`src/rtl/clock_ctrl_if.sv`:
```
// clock_ctrl_if: groups the button inputs and control outputs of clock_ctrl.
//   mode_btn_n, up_n, down_n : raw active-low push-buttons (asynchronous to clk)
//   mode                     : 00 RUN, 01 SET_SEC, 10 SET_MIN, 11 SET_HOUR
//   sec_en                   : one-cycle 1 Hz count enable (RUN only)
//   en_5hz                   : one-cycle setting step enable (set modes only)
//   up_db_n, down_db_n       : debounced up/down levels, active-low
//   blink                    : display blink phase for the field being set
// master drives the buttons (board / bench side); slave is the controller.
interface clock_ctrl_if;
  logic       mode_btn_n;
  logic       up_n;
  logic       down_n;
  logic [1:0] mode;
  logic       sec_en;
  logic       en_5hz;
  logic       up_db_n;
  logic       down_db_n;
  logic       blink;

  modport master (
    output mode_btn_n, up_n, down_n,
    input  mode, sec_en, en_5hz, up_db_n, down_db_n, blink
  );

  modport slave (
    input  mode_btn_n, up_n, down_n,
    output mode, sec_en, en_5hz, up_db_n, down_db_n, blink
  );
endinterface

```
`src/rtl/clock_ctrl.sv`:
```
// clock_ctrl: control and sequencing for the digital clock's sec/min/hour counter.
// Synchronises and debounces the three buttons, runs the RUN/SET_SEC/SET_MIN/SET_HOUR
// mode machine with an inactivity timeout, and produces the 1 Hz count enable, the
// auto-repeat setting enable and the display blink phase. Every output is a flop.
// Ports:
//   clk  : system clock
//   rst  : asynchronous active-high reset
//   ctrl : clock_ctrl_if.slave (buttons in, mode/enables/debounced levels/blink out)
module clock_ctrl #(
  parameter int unsigned CLK_HZ       = 50_000_000,
  parameter int unsigned REPEAT_HZ    = 5,
  parameter int unsigned DEBOUNCE_CYC = 1_000_000,
  parameter int unsigned TIMEOUT_S    = 10
) (
  input  logic        clk,
  input  logic        rst,
  clock_ctrl_if.slave ctrl
);

  localparam int unsigned RP = CLK_HZ / REPEAT_HZ;
  localparam int unsigned PW = (CLK_HZ > 1) ? $clog2(CLK_HZ) : 1;
  localparam int unsigned RW = (RP > 1) ? $clog2(RP) : 1;
  localparam int unsigned DW = (DEBOUNCE_CYC > 1) ? $clog2(DEBOUNCE_CYC) : 1;
  localparam int unsigned TW = (TIMEOUT_S > 1) ? $clog2(TIMEOUT_S) : 1;

  localparam logic [PW-1:0] PrescMax  = PW'(CLK_HZ - 1);
  localparam logic [PW-1:0] PrescHalf = PW'(CLK_HZ / 2);
  localparam logic [RW-1:0] RepMax    = RW'(RP - 1);
  localparam logic [DW-1:0] DbMax     = DW'(DEBOUNCE_CYC - 1);
  localparam logic [TW-1:0] ToMax     = TW'(TIMEOUT_S - 1);

  // Bit positions in the per-button vectors.
  localparam int unsigned BtnMode = 0;
  localparam int unsigned BtnUp   = 1;
  localparam int unsigned BtnDown = 2;

  typedef enum logic [1:0] {
    StRun     = 2'b00,
    StSetSec  = 2'b01,
    StSetMin  = 2'b10,
    StSetHour = 2'b11
  } mode_e;

  // Button conditioning
  logic [2:0]         btn_raw;
  logic [2:0]         sync1_q, sync2_q;
  logic [2:0]         acc_q, acc_d;
  logic [2:0][DW-1:0] db_cnt_q, db_cnt_d;
  logic [2:0]         press_q, press_d;

  // Control
  mode_e         mode_q, mode_d;
  logic [PW-1:0] presc_q, presc_d;
  logic [TW-1:0] to_cnt_q, to_cnt_d;
  logic [RW-1:0] rep_q, rep_d;
  logic          sec_en_q, sec_en_d;
  logic          en_5hz_q, en_5hz_d;
  logic          blink_q, blink_d;

  logic sec_tick;
  logic timeout;
  logic mode_chg;
  logic held;
  logic ud_press;

  assign btn_raw = {ctrl.down_n, ctrl.up_n, ctrl.mode_btn_n};

  // Debounce: the accepted level only moves after DEBOUNCE_CYC consecutive cycles of
  // disagreement; any agreement in between restarts the count.
  always_comb begin
    acc_d    = acc_q;
    db_cnt_d = '0;
    for (int i = 0; i < 3; i++) begin
      if (sync2_q[i] != acc_q[i]) begin
        if (db_cnt_q[i] == DbMax) begin
          acc_d[i] = sync2_q[i];
        end else begin
          db_cnt_d[i] = db_cnt_q[i] + 1'b1;
        end
      end
    end
  end

  // Press event: accepted level falling, registered into a one-cycle pulse.
  assign press_d = acc_q & ~acc_d;

  assign held     = ~acc_q[BtnUp] | ~acc_q[BtnDown];
  assign ud_press = press_q[BtnUp] | press_q[BtnDown];
  assign sec_tick = (presc_q == PrescMax);
  assign timeout  = (mode_q != StRun) && sec_tick && (to_cnt_q == ToMax);

  // Mode machine, prescaler, timeout, auto-repeat and registered outputs.
  always_comb begin
    mode_d   = mode_q;
    presc_d  = presc_q + 1'b1;
    to_cnt_d = to_cnt_q;
    rep_d    = '0;
    en_5hz_d = 1'b0;
    sec_en_d = sec_tick && (mode_q == StRun);

    if (press_q[BtnMode]) begin
      unique case (mode_q)
        StRun:     mode_d = StSetSec;
        StSetSec:  mode_d = StSetMin;
        StSetMin:  mode_d = StSetHour;
        StSetHour: mode_d = StRun;
      endcase
    end else if (timeout) begin
      mode_d = StRun;
    end

    mode_chg = (mode_d != mode_q);

    // Returning to RUN restarts the second so the first count lands a full second later.
    if (sec_tick || (mode_chg && (mode_d == StRun))) begin
      presc_d = '0;
    end

    // Any setting step or mode change counts as activity.
    if (mode_chg || (mode_q == StRun) || en_5hz_q) begin
      to_cnt_d = '0;
    end else if (sec_tick) begin
      to_cnt_d = to_cnt_q + 1'b1;
    end

    // A mode change swallows a coincident up/down press; a still-held button then
    // repeats in the new mode only after a full repeat period.
    if ((mode_q != StRun) && !mode_chg) begin
      if (ud_press) begin
        en_5hz_d = 1'b1;
      end else if (held) begin
        if (rep_q == RepMax) begin
          en_5hz_d = 1'b1;
        end else begin
          rep_d = rep_q + 1'b1;
        end
      end
    end

    // Computed from next state so blink stays aligned with mode and prescaler.
    blink_d = (mode_d != StRun) && (presc_d < PrescHalf);
  end

  always_ff @(posedge clk or posedge rst) begin
    if (rst) begin
      sync1_q  <= '1;
      sync2_q  <= '1;
      acc_q    <= '1;
      db_cnt_q <= '0;
      press_q  <= '0;
      mode_q   <= StRun;
      presc_q  <= '0;
      to_cnt_q <= '0;
      rep_q    <= '0;
      sec_en_q <= 1'b0;
      en_5hz_q <= 1'b0;
      blink_q  <= 1'b0;
    end else begin
      sync1_q  <= btn_raw;
      sync2_q  <= sync1_q;
      acc_q    <= acc_d;
      db_cnt_q <= db_cnt_d;
      press_q  <= press_d;
      mode_q   <= mode_d;
      presc_q  <= presc_d;
      to_cnt_q <= to_cnt_d;
      rep_q    <= rep_d;
      sec_en_q <= sec_en_d;
      en_5hz_q <= en_5hz_d;
      blink_q  <= blink_d;
    end
  end

  assign ctrl.mode      = mode_q;
  assign ctrl.sec_en    = sec_en_q;
  assign ctrl.en_5hz    = en_5hz_q;
  assign ctrl.up_db_n   = acc_q[BtnUp];
  assign ctrl.down_db_n = acc_q[BtnDown];
  assign ctrl.blink     = blink_q;

endmodule

```
`src/flat_wrapper.sv`:
```
// flat-port wrapper written by rule: the top's interface ports become plain ports
module clock_ctrl_flat 
#(
  parameter int unsigned CLK_HZ       = 50_000_000,
  parameter int unsigned REPEAT_HZ    = 5,
  parameter int unsigned DEBOUNCE_CYC = 1_000_000,
  parameter int unsigned TIMEOUT_S    = 10
)
  (clk, rst, ctrl_mode_btn_n, ctrl_up_n, ctrl_down_n, ctrl_mode, ctrl_sec_en, ctrl_en_5hz, ctrl_up_db_n, ctrl_down_db_n, ctrl_blink);
  clock_ctrl_if ctrl_i ();
  input  logic clk;
  input  logic rst;
  input wire logic [$bits(ctrl_i.mode_btn_n)-1:0] ctrl_mode_btn_n;
  input wire logic [$bits(ctrl_i.up_n)-1:0] ctrl_up_n;
  input wire logic [$bits(ctrl_i.down_n)-1:0] ctrl_down_n;
  output wire logic [$bits(ctrl_i.mode)-1:0] ctrl_mode;
  output wire logic [$bits(ctrl_i.sec_en)-1:0] ctrl_sec_en;
  output wire logic [$bits(ctrl_i.en_5hz)-1:0] ctrl_en_5hz;
  output wire logic [$bits(ctrl_i.up_db_n)-1:0] ctrl_up_db_n;
  output wire logic [$bits(ctrl_i.down_db_n)-1:0] ctrl_down_db_n;
  output wire logic [$bits(ctrl_i.blink)-1:0] ctrl_blink;
  assign ctrl_i.mode_btn_n = ctrl_mode_btn_n;
  assign ctrl_i.up_n = ctrl_up_n;
  assign ctrl_i.down_n = ctrl_down_n;
  assign ctrl_mode = ctrl_i.mode;
  assign ctrl_sec_en = ctrl_i.sec_en;
  assign ctrl_en_5hz = ctrl_i.en_5hz;
  assign ctrl_up_db_n = ctrl_i.up_db_n;
  assign ctrl_down_db_n = ctrl_i.down_db_n;
  assign ctrl_blink = ctrl_i.blink;
  clock_ctrl #(.CLK_HZ(CLK_HZ), .REPEAT_HZ(REPEAT_HZ), .DEBOUNCE_CYC(DEBOUNCE_CYC), .TIMEOUT_S(TIMEOUT_S)) u_core (.clk(clk), .rst(rst), .ctrl(ctrl_i));
endmodule
```
`config.mk`:
```
export PLATFORM = sky130hd
export DESIGN_NAME = clock_ctrl_flat
export DESIGN_NICKNAME = d
export VERILOG_FILES = /design/src/rtl/clock_ctrl_if.sv /design/src/rtl/clock_ctrl.sv /design/src/flat_wrapper.sv
export SDC_FILE = /design/constraint.sdc
export NUM_CORES = 1
export LEC_CHECK = 0
export CAP_MARGIN = 20
export CORE_ASPECT_RATIO = 2
export CORE_MARGIN = 3
export CORE_UTILIZATION = 60
export CTS_CLUSTER_DIAMETER = 60
export DETAILED_ROUTE_END_ITERATION = 6
export MAX_ROUTING_LAYER = met4
export PLACE_DENSITY = 0.77
export SETUP_SLACK_MARGIN = 0.5
export SLEW_MARGIN = 20
export SYNTH_ARGS = -nofsm -noshare
export SYNTH_HDL_FRONTEND = slang
export SYNTH_SLANG_ARGS = --single-unit
```
`constraint.sdc`:
```
create_clock -name clk -period 11.99 [get_ports clk]
set_input_delay 1.7985 -clock clk [delete_from_list [all_inputs] [get_ports clk]]
set_output_delay 1.7985 -clock clk [all_outputs]
set_load 0.01 [all_outputs]
```
==> run summary <==
Number of remaining DRC errors = 0
Final ANT Viol Nets = 0
Rows = 52
Clock Skew = 0.008157 ns
Root Buffer = clkbuf_16
Largest family of logic cells by synthesized area = simple AND/OR/NAND/NOR gates
Vias in the first global route = 4,906
Top cell family by delay on the critical path = flip-flops
Pin count of the biggest net entering global routing = 92
Top post-synthesis cells by area = dfrtp_1 48%, xor2_1 8.2%, nor2_1 7.9%
Worst vdd ir = 0.0001121 V
Post-Synth Adder-Cell Area = 1.765%
Detailed Route Iter0 Violations = 218
Max Cap Viol = 0
I/O pins = 12
Hold WS = 0.3535 ns
# setup viols final = 0
Vias per inst = 5.751
Synthesized area per cell = 9.785 sq um
Ys async rst share = 100.0%
Post-DP HPWL = 8340 um
Vias = 4,704
Slowest stage delay, CP = 0.56 ns
Wire per inst = 15.42 um
Dpl cell area = 0.006610 sq mm
Least-Margin Pin Slew = 0.9557 ns
Initial antenna violation count = 0
Post-route cell area = 0.007249 sq mm
Post-synth cell types = 51
Gpl congestion = 0.8808
Dominant cell type by area after synthesis = dfrtp_1
Min Clock Period, post-route = 3.319 ns
Clock Latency Late Sink = 0.41 ns
Top_reg_cell synth = dfrtp_1
Post_cts resized = 0
P per Cell Area = 140.2 mW/mm^2
Post-synth top area share = 47.85%
First-pass DRT Iterations = 5
Fillcell total = 827
Initial Utilization = 62.06%
Max Clk Rate = 0.3013 GHz
ANT cells = 0
# clock sinks = 131
Worst Slack Setup Final = 8.671 ns
Share of cells above drive strength 1 = 7.906%
H-tree levels = 4
Post-synthesis compound-gate area fraction = 3.373%
Core ar. = 0.01028 sq mm
Crit-path max FO = 5
Post-synth EDFFs = 0
Setup crit end kind = primary output
# Post-CTS Setup Buffers = 0
Final Cycle Share = 27.68%
TritonCTS Buffers = 17
Fin. Hold Viols = 0
Clock Path Buffers = 2
Overflow after GRT = 0
Critical path data required time = 10.19 ns
Final Max Tran Viols = 0
Status = complete, no violations
Final wirelength = 12,610 um
Critical path arrival = 1.52 ns
Post-synthesis cell area = 0.006380 sq mm
Post-Syn Instances = 652
Multiplexer area fraction after synthesis = 0.5295%
Layout area overhead = 13.63%
Hold Path Class = register to register
Leak = 3.124 nW
Total track usage = 23.64%
#FFs+latches synth = 131
CP max stage cell = dfstp_2
Die area = 0.01198 sq mm
Setup_tns = 0 ns
CP Launch Type = register
Placement Setup Slack = 8.210 ns
Simple logic cell fraction of the synthesized area = 26.73%
Number of port buffers = 11
Synth Warn # = 0
Seq/Total Area, Yosys = 51.56%
Post-synthesis xor/xnor area fraction = 14.00%
Die Width = 78.92 um
CTS tree = yes
First-pass GRT wire length = 22,050 um
Die span in y = 151.8 um
Final nets = 684
Mapped Nets = 666
RSZ-0062 raised after global routing = no
Crit Path Category = register to primary output
WP buf/inv = 1
# hold bufs at CTS = 0
Clock-pin slew of the registers on the worst-case setup and hold paths = 0.06 ns
Slew margin rel. = 35.95%
Post-layout util = 70.52%
Critical Path, Cell by Cell = clkdlybuf4s50_1
layer usage:
layer | vias up | wire length (um) | share of wire (%) | GRT usage, %
li1 | 2261 | - | - | -
met1 | 2338 | 4833 | 38 | 25.31
met2 | 85 | 7261 | 58 | 41.66
met3 | 20 | 296 | 2.3 | 5.036
met4 | 0 | 221 | 1.8 | 9.590
met5 | - | 0 | 0 | -
registers in the layout, summed over array words and instances (netlist names):
| register | cells |
|---|---|
| u_core.ctrl.sec_en | 1 |
| u_core.ctrl.blink | 1 |
| u_core.sync2_q | 3 |
| u_core.sync1_q | 3 |
| u_core.ctrl.mode | 2 |
| u_core.rep_q | 24 |
| u_core.acc_q | 3 |
| u_core.presc_q | 26 |
| u_core.to_cnt_q | 4 |
| u_core.ctrl.en_5hz | 1 |
| u_core.db_cnt_q | 60 |
| u_core.press_q | 3 |
metrics by stage:
stage          power, mW  cells
3_5_place_dp      0.4752    786
4_1_cts            1.026    818
2_1_floorplan     0.4694    652
6_report           1.016    818
3_3_place_gp      0.4746    786
5_1_grt            1.048    818
final timing paths:
| path | from | end | slack (ns) | cells past startpoint |
|---|---|---|---|---|
| hold / removal | u_core.sync1_q[1] | u_core.sync2_q[1] | 0.35 | 0 |
| hold reg to reg | u_core.sync1_q[1] | u_core.sync2_q[1] | 0.35 | 0 |
| min in group asynchronous | rst | u_core.db_cnt_q[57] | 1.78 | 2 |
| max in group asynchronous | rst | u_core.db_cnt_q[14] | 9.07 | 3 |
| setup / recovery | u_core.acc_q[1] | ctrl_up_db_n | 8.67 | 1 |
| setup reg to reg | u_core.presc_q[0] | u_core.rep_q[18] | 8.72 | 8 |
cells by family after synthesis:
group,Yosys count
xor+xnor,102
simple gates,342
fa+ha+maj,9
compound gates,34
buf+inv,31
flops,131
mux,3
final cells by class:
type	count	area, sq um	area share, %
Clock inverter	12	178.9	2.468
Inverter	17	66.31	0.9147
Tap cell	135	168.9	2.330
Timing Repair Buffer	13	128.9	1.778
Clock buffer	20	456.7	6.300
Sequential cell	131	3289	45.37
Multi-Input combinational cell	490	2960	40.84
placed cells by master, fill, tap and decap left out, types with 4 or more instances in the layout:
cell / count
nand4_1: 18
and3_1: 21
a21oi_1: 8
dfstp_2: 9
nand2_1: 43
clkbuf_16: 17
clkdlybuf4s50_1: 11
dfrtp_1: 122
and4b_1: 4
inv_1: 16
xor2_1: 60
nor3b_1: 5
o21ai_0: 12
nor4_1: 9
and2_1: 4
xnor2_1: 42
nor2_1: 135
nand3_1: 55
or3_1: 7
ha_1: 9
bufinv_16: 4
and4_1: 7
nor3_1: 14
worst reg2reg max path, stage by stage, from the launching register on:
cell	delay, ns
dfrtp_1	0.43
ha_1	0.27
nand3_1	0.27
nor4_1	0.13
and4_1	0.26
a21o_1	0.24
a21oi_1	0.32
nand4b_1	0.83
nor2_1	0.42
power breakdown:
part | internal (mW) | total, mW | switching (mW) | leakage, nW
combinational | 0.00418 | 0.0174 | 0.0133 | 1.04
sequential | 0.447 | 0.450 | 0.00292 | 1.78
clock | 0.359 | 0.549 | 0.190 | 0.303
total | 0.810 | 1.02 | 0.206 | 3.12
cell usage after synthesis (2+ instances only):
master / n
nand4_1: 18
nor4_1: 9
nand2b_1: 2
or2_2: 2
and4b_1: 4
dfstp_2: 9
nor2_1: 135
nor2b_1: 2
o21ai_0: 12
and2_1: 4
a31oi_1: 2
xnor2_1: 42
nand2_1: 43
nand3b_1: 3
nor3_1: 14
xor2_1: 60
dfrtp_1: 122
clkbuf_1: 5
and3_1: 21
nand3_1: 55
mux2_2: 3
inv_1: 17
nor3b_1: 5
a21oi_1: 8
or3_1: 7
buf_2: 7
nor4b_1: 2
o22ai_1: 2
and4_1: 7
ha_1: 9
Note: power is estimated with default switching activity, not from simulation.
